## src/rtl/logic_gates_bist_ctrl.sv

```systemverilog
// Built-in self-test sequencer for the two-input logic_gates block.
// Walks (a,b) through 00,01,10,11, waits SETTLE_CYCLES per vector, samples
// the seven gate outputs against a golden truth table and accumulates
// per-vector and per-gate failure maps plus an overall pass flag.
module logic_gates_bist_ctrl #(
  parameter int         SETTLE_CYCLES = 2,
  parameter logic [6:0] GATE_MASK     = 7'h7F
) (
  input  logic       clk,
  input  logic       rst_n,
  input  logic       start,
  input  logic [6:0] res_i,
  output logic       a_o,
  output logic       b_o,
  output logic       busy,
  output logic       done,
  output logic       pass,
  output logic [3:0] fail_vec,
  output logic [6:0] fail_gate
);

  typedef enum logic [2:0] {
    ST_IDLE,
    ST_DRIVE,
    ST_SETTLE,
    ST_SAMPLE,
    ST_DONE
  } state_t;

  // Last settle count value before moving to SAMPLE; unused when there is no settle phase.
  localparam logic [3:0] LP_SETTLE_LAST = 4'((SETTLE_CYCLES > 0) ? (SETTLE_CYCLES - 1) : 0);
  localparam bit         LP_HAS_SETTLE  = (SETTLE_CYCLES > 0);

  state_t     r_state;
  logic [1:0] r_vec;
  logic [3:0] r_cnt;
  logic       r_a;
  logic       r_b;
  logic       r_busy;
  logic       r_done;
  logic       r_pass;
  logic [3:0] r_fail_vec;
  logic [6:0] r_fail_gate;

  logic [6:0] w_golden;
  logic [6:0] w_mism;
  logic [3:0] w_fail_vec_upd;
  logic [1:0] w_vec_inc;

  // Expected gate outputs {xnor,xor,nor,nand,not(a),or,and} for the current vector.
  always_comb begin
    w_golden = 7'b1011100;
    case (r_vec)
      2'd0:    w_golden = 7'b1011100;
      2'd1:    w_golden = 7'b0101110;
      2'd2:    w_golden = 7'b0101010;
      default: w_golden = 7'b1000011;
    endcase
  end

  assign w_mism    = (res_i ^ w_golden) & GATE_MASK;
  assign w_vec_inc = r_vec + 2'd1;

  // Per-vector failure map with the current vector's verdict merged in.
  always_comb begin
    w_fail_vec_upd        = r_fail_vec;
    w_fail_vec_upd[r_vec] = |w_mism;
  end

  // Sequencer: state, vector index, settle counter and all registered outputs.
  always_ff @(posedge clk or negedge rst_n) begin
    if (!rst_n) begin
      r_state     <= ST_IDLE;
      r_vec       <= 2'd0;
      r_cnt       <= 4'd0;
      r_a         <= 1'b0;
      r_b         <= 1'b0;
      r_busy      <= 1'b0;
      r_done      <= 1'b0;
      r_pass      <= 1'b0;
      r_fail_vec  <= 4'd0;
      r_fail_gate <= 7'd0;
    end else begin
      r_done <= 1'b0;
      case (r_state)
        ST_IDLE: begin
          if (start) begin
            r_state     <= ST_DRIVE;
            r_vec       <= 2'd0;
            r_a         <= 1'b0;
            r_b         <= 1'b0;
            r_busy      <= 1'b1;
            r_pass      <= 1'b0;
            r_fail_vec  <= 4'd0;
            r_fail_gate <= 7'd0;
          end
        end
        ST_DRIVE: begin
          r_cnt   <= 4'd0;
          r_state <= LP_HAS_SETTLE ? ST_SETTLE : ST_SAMPLE;
        end
        ST_SETTLE: begin
          if (r_cnt == LP_SETTLE_LAST) begin
            r_state <= ST_SAMPLE;
          end else begin
            r_cnt <= r_cnt + 4'd1;
          end
        end
        ST_SAMPLE: begin
          r_fail_gate <= r_fail_gate | w_mism;
          r_fail_vec  <= w_fail_vec_upd;
          if (r_vec == 2'd3) begin
            r_state <= ST_DONE;
            r_done  <= 1'b1;
            r_pass  <= (w_fail_vec_upd == 4'd0);
          end else begin
            r_vec   <= w_vec_inc;
            r_a     <= w_vec_inc[1];
            r_b     <= w_vec_inc[0];
            r_state <= ST_DRIVE;
          end
        end
        ST_DONE: begin
          r_state <= ST_IDLE;
          r_busy  <= 1'b0;
        end
        default: begin
          r_state <= ST_IDLE;
          r_busy  <= 1'b0;
        end
      endcase
    end
  end

  assign a_o       = r_a;
  assign b_o       = r_b;
  assign busy      = r_busy;
  assign done      = r_done;
  assign pass      = r_pass;
  assign fail_vec  = r_fail_vec;
  assign fail_gate = r_fail_gate;

endmodule

```

## config.mk

```make
export PLATFORM = sky130hd
export DESIGN_NAME = logic_gates_bist_ctrl
export DESIGN_NICKNAME = d
export VERILOG_FILES = /design/src/rtl/logic_gates_bist_ctrl.sv
export SDC_FILE = /design/constraint.sdc
export NUM_CORES = 1
export LEC_CHECK = 0
export CAP_MARGIN = 20
export CORE_AREA = 2 2 52 54
export CTS_CLUSTER_SIZE = 25
export DETAILED_ROUTE_END_ITERATION = 10
export DIE_AREA = 0 0 54 56
export GPL_TIMING_DRIVEN = 1
export PLACE_DENSITY = 0.82
export SYNTH_ARGS = -nofsm -noshare
export SYNTH_HDL_FRONTEND = slang
export SYNTH_SLANG_ARGS = --single-unit
export TNS_END_PERCENT = 5
```

## constraint.sdc

```tcl
create_clock -name clk -period 5.84 [get_ports clk]
set_clock_uncertainty 0.15 [all_clocks]
set_input_delay 0.584 -clock clk [delete_from_list [all_inputs] [get_ports clk]]
set_output_delay 0.584 -clock clk [all_outputs]
set_load 0.1 [all_outputs]
```

==> flow_metrics.env, run 1 <==
export IMPL_clkTransAtPathRegs_ns=0.12
export IMPL_drt_vias_per_instance=5.576
export IMPL_setup_tns_ns=0
export IMPL_via_count=987
export IMPL_cap_violations=0
export IMPL_r2r_slack_ns=3.54
export IMPL_slew_violations=0
export IMPL_synth_simple_gate_area_share_pct=18.84
export IMPL_die_w_um=54
export IMPL_clock_sinks=23
export IMPL_rsz0062_at_grt="no"
export IMPL_synth_flop_cell="dfrtp_1"
export IMPL_cp_top_family="buffers and inverters"
export IMPL_grt_pass1_vias=960
export IMPL_drt_pass1_iterations=4
export IMPL_wl_met3_um=132
export IMPL_holdPathEnd="fail_gate[2]"
export IMPL_setup_viol=0
export IMPL_die_h_um=56
export IMPL_hold_class="reg -> reg"
export IMPL_synth_area_top_cells="dfrtp_1 (46%), ha_1 (7.0%), nor2_1 (4.8%)"
export IMPL_synth_common_cells="dfrtp_1 (23), nor2_1 (16), ha_1 (7), inv_1 (7)"
export IMPL_core_mm2=0.002432
export IMPL_critPathKind="reg -> out"
export IMPL_cts_setup_buffers=0
export IMPL_die_area_mm2=0.003024
export IMPL_min_path_cells=2
export IMPL_rows=18
export IMPL_grt_pass1_wl_um=4264
export IMPL_endpoint_kind="primary output"
export IMPL_gp_congestion=0.7697
export IMPL_async_flop_share_pct=100.0
export IMPL_nets=165
export IMPL_cts_buffer_depth=2
export IMPL_synthMuxAreaShare_pct=1.603
export IMPL_critPathArrivalTime_ns=1.93
export IMPL_synth_compound_area_share_pct=15.53
export IMPL_synth_adder_area_share_pct=7.014
export IMPL_diodes=0
export IMPL_layout_drive_gt1_share_pct=6.122
export IMPL_crit_path_start_kind="flop"
export IMPL_ys_ff_latch=23
export IMPL_start_util_pct=51.34
export IMPL_finalCritPeriodShare_pct=45.59
export IMPL_hold_violations=0
export IMPL_routed_wl_um=2535
export IMPL_grt_antenna_before_repair=0
export IMPL_required_ns=5.11
export IMPL_numCtsBuffers=3
export IMPL_synth_xor_area_share_pct=6.914
export IMPL_drt_first_iter_violations=18
export IMPL_status="finished, final reports clean"
export IMPL_cts_tree="built"
export IMPL_ctsResizeCount=0
export IMPL_ios=26
export IMPL_dr_wl_met2_um=1256
export IMPL_slew_limit_headroom_pct=34.42
export IMPL_rr_worst_depth=6
export IMPL_yosysMostFrequentCell="dfrtp_1"
export IMPL_max_freq_mhz=375.6
export IMPL_grt_remaining_overflow=0
export IMPL_synth_edf_count=0
export IMPL_synth_top_area_share_pct=46.09
export IMPL_finalCriticalPeriod_ns=2.662
export IMPL_detail_route_antenna_nets=0
export IMPL_cp_slowest_stage_delay_ns=1.16
export IMPL_yosysTopAreaCell="dfrtp_1"
export IMPL_dpl_hpwl_um=1834
export IMPL_cts_hold_buf=0
export IMPL_syn_to_final_growth_pct=24.45
export IMPL_synth_top_family_by_area="simple AND/OR/NAND/NOR gates"
export IMPL_grt_total_usage_pct=18.97
export IMPL_synth_distinct_cells=37
export IMPL_topRoutingLayerUsed="met4"
export IMPL_reg2reg_from="r_vec[1]"
export IMPL_io_buffers=25
export IMPL_cp_num_buf_inv=1
export IMPL_instances_no_fill=177
export IMPL_synth_avg_cell_area_um2=10.24
export IMPL_htreeDepth=1
export IMPL_grt_max_degree=24
export IMPL_ys_warn_count=0
export IMPL_clockRootBuffer="clkbuf_4"
export IMPL_clk_insertion_delay_late_ns=0.31
export IMPL_syn_num_nets=139
export IMPL_path_cells="clkdlybuf4s50_1"
export IMPL_slowest_stage="clkdlybuf4s50_1"
export IMPL_dp_cells=172
export IMPL_r2r_end="pass"
export IMPL_met1_length_um=1109
export IMPL_synthCells=122
export IMPL_synth_seq_area_share_pct=46.09
export IMPL_worst_path_max_fanout=6
export IMPL_min_from="fail_gate[2]"
export IMPL_wl_per_cell_um=14.32
export IMPL_drc=0
export IMPL_syn_area_mm2=0.001249
export IMPL_tightest_slew_ns=0.9806
==> kinds of logic (layout without fill, tap and decap cells) <==
family | count (synthesis) | count (layout)
AND/OR/NAND/NOR | 41 | 41
AO/OA/AOI/OAI | 28 | 28
flip-flops | 23 | 23
buffers and inverters | 12 | 37
XOR/XNOR | 9 | 9
adder cells (fa/ha/maj) | 7 | 7
multiplexers | 2 | 2
==> worst register-to-register path, delay by kind of cell (launching register included) <==
family          cells  cell delay (ns)
flops               1             0.42
fa+ha+maj           1             0.37
simple gates        1             0.47
xor+xnor            1             0.21
buf+inv             1             0.11
compound gates      2             0.47
==> metrics by stage <==
step	area (um2)	hold slack (ns)	utilization, %	setup WS (ns)
2_1_floorplan	1249	0.1384	-	3.017
3_3_place_gp	1513	0.3201	62.19	3.518
3_5_place_dp	1513	0.3260	62.19	3.468
4_1_cts	1539	0.3555	63.27	3.171
5_1_grt	1554	0.3825	63.89	3.131
6_report	1554	0.3504	63.89	3.178
==> layout by cell type (no fill, tap or decap), types with 5 or more instances in the layout <==
cell	instances
ha_1	7
o21ai_0	6
dfrtp_1	23
xor2_1	5
inv_1	7
a21oi_1	6
clkdlybuf4s50_1	25
nor2_1	16
nand2_1	6
==> worst max path at each step <==
stage | start | to | slack, ns | cells past startpoint
3_3_place_gp | res_i[4] | fail_vec[3] | 3.52 | 5
4_1_cts | r_vec[0] | b_o | 3.17 | 1
6_report | r_vec[0] | b_o | 3.18 | 1
3_5_place_dp | res_i[4] | fail_vec[3] | 3.47 | 5
2_1_floorplan | r_vec[1] | fail_vec[3] | 3.02 | 6
5_1_grt | r_vec[0] | b_o | 3.13 | 1
==> final cells by class <==
class                   instances  area [um2]
fillers                       227       878.3
multi-input cells              87       623.1
flip-flops and latches         23       575.6
repair buffers                 26       265.3
well taps                      30       37.54
clock buffers                   4       26.28
inverters                       7       26.28
==> layer usage <==
metal	global-route usage (%)	vias to the layer above
li1	-	475
met1	24.05	475
met2	31.88	30
met3	3.763	7
met4	5.357	0
met5	0	-
==> registers in the layout, indices dropped and copies added, names as in the netlist <==
name / flops
r_state: 3
done: 1
pass: 1
busy: 1
fail_gate: 7
r_cnt: 4
fail_vec: 4
r_vec: 2
Power of run 1 is left out: the tool's default activity adds up to more than one toggle a clock period on the data nets, which glitch-free logic cannot reach.
==> inputs of run 2 (changes only) <==
--- a/config.mk
+++ b/config.mk
@@ -6,12 +6,12 @@
 export NUM_CORES = 1
 export LEC_CHECK = 0
 export CAP_MARGIN = 20
-export CORE_AREA = 2 2 52 54
+export CORE_AREA = 2 2 53 55
 export CTS_CLUSTER_SIZE = 25
 export DETAILED_ROUTE_END_ITERATION = 10
-export DIE_AREA = 0 0 54 56
+export DIE_AREA = 0 0 55 57
 export GPL_TIMING_DRIVEN = 1
-export PLACE_DENSITY = 0.82
+export PLACE_DENSITY = 0.79
 export SYNTH_ARGS = -nofsm -noshare
 export SYNTH_HDL_FRONTEND = slang
 export SYNTH_SLANG_ARGS = --single-unit
==> constraint.sdc (replaced) <==
create_clock -name clk -period 2.6 [get_ports clk]
set_clock_uncertainty 0.15 [all_clocks]
set_input_delay 0.26 -clock clk [delete_from_list [all_inputs] [get_ports clk]]
set_output_delay 0.26 -clock clk [all_outputs]
set_load 0.1 [all_outputs]
==> flow_metrics.env, run 2 (synthesis gave the netlist of run 1 again) <==
export IMPL_tightest_slew_ns=0.5170
export IMPL_detail_route_antenna_nets=0
export IMPL_critPathKind="reg -> reg"
export IMPL_largest_register_ffs=7
export IMPL_start_util_pct=47.75
export IMPL_layout_common_cells="dfrtp_1 (21), buf_4 (18), nor2_1 (16)"
export IMPL_cts_setup_buffers=0
export IMPL_grt_antenna_before_repair=0
export IMPL_crit_cells=6
export IMPL_grt_max_degree=24
export IMPL_grt_pass1_vias=960
export IMPL_rsz0062_at_grt="no"
export IMPL_cp_top_family="compound AO/OA/AOI/OAI gates"
export IMPL_grt_pass1_wl_um=4312
export IMPL_slew_violations=0
export IMPL_met2_usage_pct=32.31
export IMPL_die_w_um=55
export IMPL_numCtsBuffers=3
export IMPL_setup_viol=0
export IMPL_slew_limit_headroom_pct=65.53
export IMPL_die_area_mm2=0.003135
export IMPL_cts_buffer_depth=2
export IMPL_io_buffers=25
export IMPL_final_common_cell="dfrtp_1"
export IMPL_via_count=991
export IMPL_worst_path_max_fanout=7
export IMPL_crit_start="r_vec[1]"
export IMPL_diodes=0
export IMPL_max_freq_mhz=441.7
export IMPL_critPathArrivalTime_ns=2.33
export IMPL_clk_insertion_delay_late_ns=0.31
export IMPL_cts_hold_buf=0
export IMPL_path_cells="inv_1 > ha_1 > xor2_1 > nor4_4 > a41oi_2 > o31ai_1"
export IMPL_grt_remaining_overflow=0
export IMPL_grt_total_usage_pct=18.51
export IMPL_ff_latch_area_um2=578.1
export IMPL_wl_per_cell_um=15.16
export IMPL_use_met1_pct=24.27
export IMPL_fill_cells=251
export IMPL_core_mm2=0.002615
export IMPL_drt_vias_per_instance=5.536
export IMPL_clock_sinks=23
export IMPL_cp_slowest_stage_delay_ns=0.47
export IMPL_drt_pass1_iterations=4
export IMPL_clkTransAtPathRegs_ns=0.13
export IMPL_status="finished, final reports clean"
export IMPL_r2r_end="pass"
export IMPL_rows=19
export IMPL_slowest_stage="nor4_4"
export IMPL_finalCriticalPeriod_ns=2.264
export IMPL_hold_class="in -> async"
export IMPL_r2r_slack_ns=0.34
export IMPL_crit_path_start_kind="flop"
export IMPL_busiest_layer="met2"
export IMPL_drt_first_iter_violations=17
export IMPL_multi_input_area_um2=623.1
export IMPL_cp_num_buf_inv=1
export IMPL_worstSetupEndpoint="pass"
export IMPL_cts_tree="built"
export IMPL_required_ns=2.67
export IMPL_ios=26
export IMPL_met3_usage_pct=3.403
export IMPL_nets=166
export IMPL_endpoint_kind="flop"
export IMPL_cap_violations=0
export IMPL_hold_violations=0
export IMPL_reg2reg_from="r_vec[1]"
export IMPL_setup_tns_ns=0
export IMPL_ctsResizeCount=0
export IMPL_finalCritPeriodShare_pct=87.08
export IMPL_clockRootBuffer="clkbuf_4"
export IMPL_gp_congestion=0.7876
export IMPL_syn_to_final_growth_pct=21.64
export IMPL_drc=0
export IMPL_die_h_um=57
export IMPL_rr_worst_depth=6
export IMPL_dpl_hpwl_um=2045
export IMPL_routed_wl_um=2714
export IMPL_htreeDepth=1
export IMPL_layout_drive_gt1_share_pct=19.59
## run 2: cell count changes in the layout (fill, tap and decap cells not counted)
cell,delta
buf_4,+18
buf_8,-1
clkbuf_1,-1
clkdlybuf4s50_1,-16
clkinv_2,+1
dfrtp_1,-2
dfrtp_2,+2
## run 2: layer usage
metal  vias up  share of wire, %
li1        476                 -
met1       477                43
met2        34                51
met3         4               4.4
met4         0              0.88
met5         -                 0
## run 2: stage by stage
| step | instances | util [%] | worst slack [ns] | cell area [um2] | hold WS [ns] |
|---|---|---|---|---|---|
| global placement | 175 | 57.03 | 0.4701 | 1491 | 0.3183 |
| floorplan | 122 | - | 0.1003 | 1251 | -0.1856 |
| CTS | 179 | 58.09 | 0.3493 | 1519 | 0.1513 |
| global route | 179 | 58.09 | 0.1927 | 1519 | 0.1598 |
| finish | 179 | 58.09 | 0.3360 | 1519 | 0.1390 |
| detailed placement | 175 | 57.03 | 0.3813 | 1491 | 0.3337 |
## run 2: how the worst min path moves through the flow
stage	end	cells after the start	from	slack (ns)
floorplan	busy	0	rst_n	-0.19
global route	fail_gate[4]	2	rst_n	0.16
CTS	r_cnt[3]	2	rst_n	0.15
detailed placement	fail_gate[2]	2	fail_gate[2]	0.33
global placement	fail_gate[2]	2	fail_gate[2]	0.32
finish	r_cnt[1]	2	rst_n	0.14
## run 2: final cells by class
type                            count  area share [%]
Clock buffer                        3           1.483
Clock inverter                      1          0.3295
Inverter                            7           1.730
Multi-Input combinational cell     87           41.02
Sequential cell                    23           38.06
Tap cell                           31           2.554
Timing Repair Buffer               27           14.83
## run 2: worst reg2reg max path, cell delays in order (launching register included)
cell and delay, ns:
dfrtp_2 0.45, inv_1 0.14, ha_1 0.29, xor2_1 0.22, nor4_4 0.47, a41oi_2 0.20, o31ai_1 0.27
Power of run 2 is left out for the same reason.
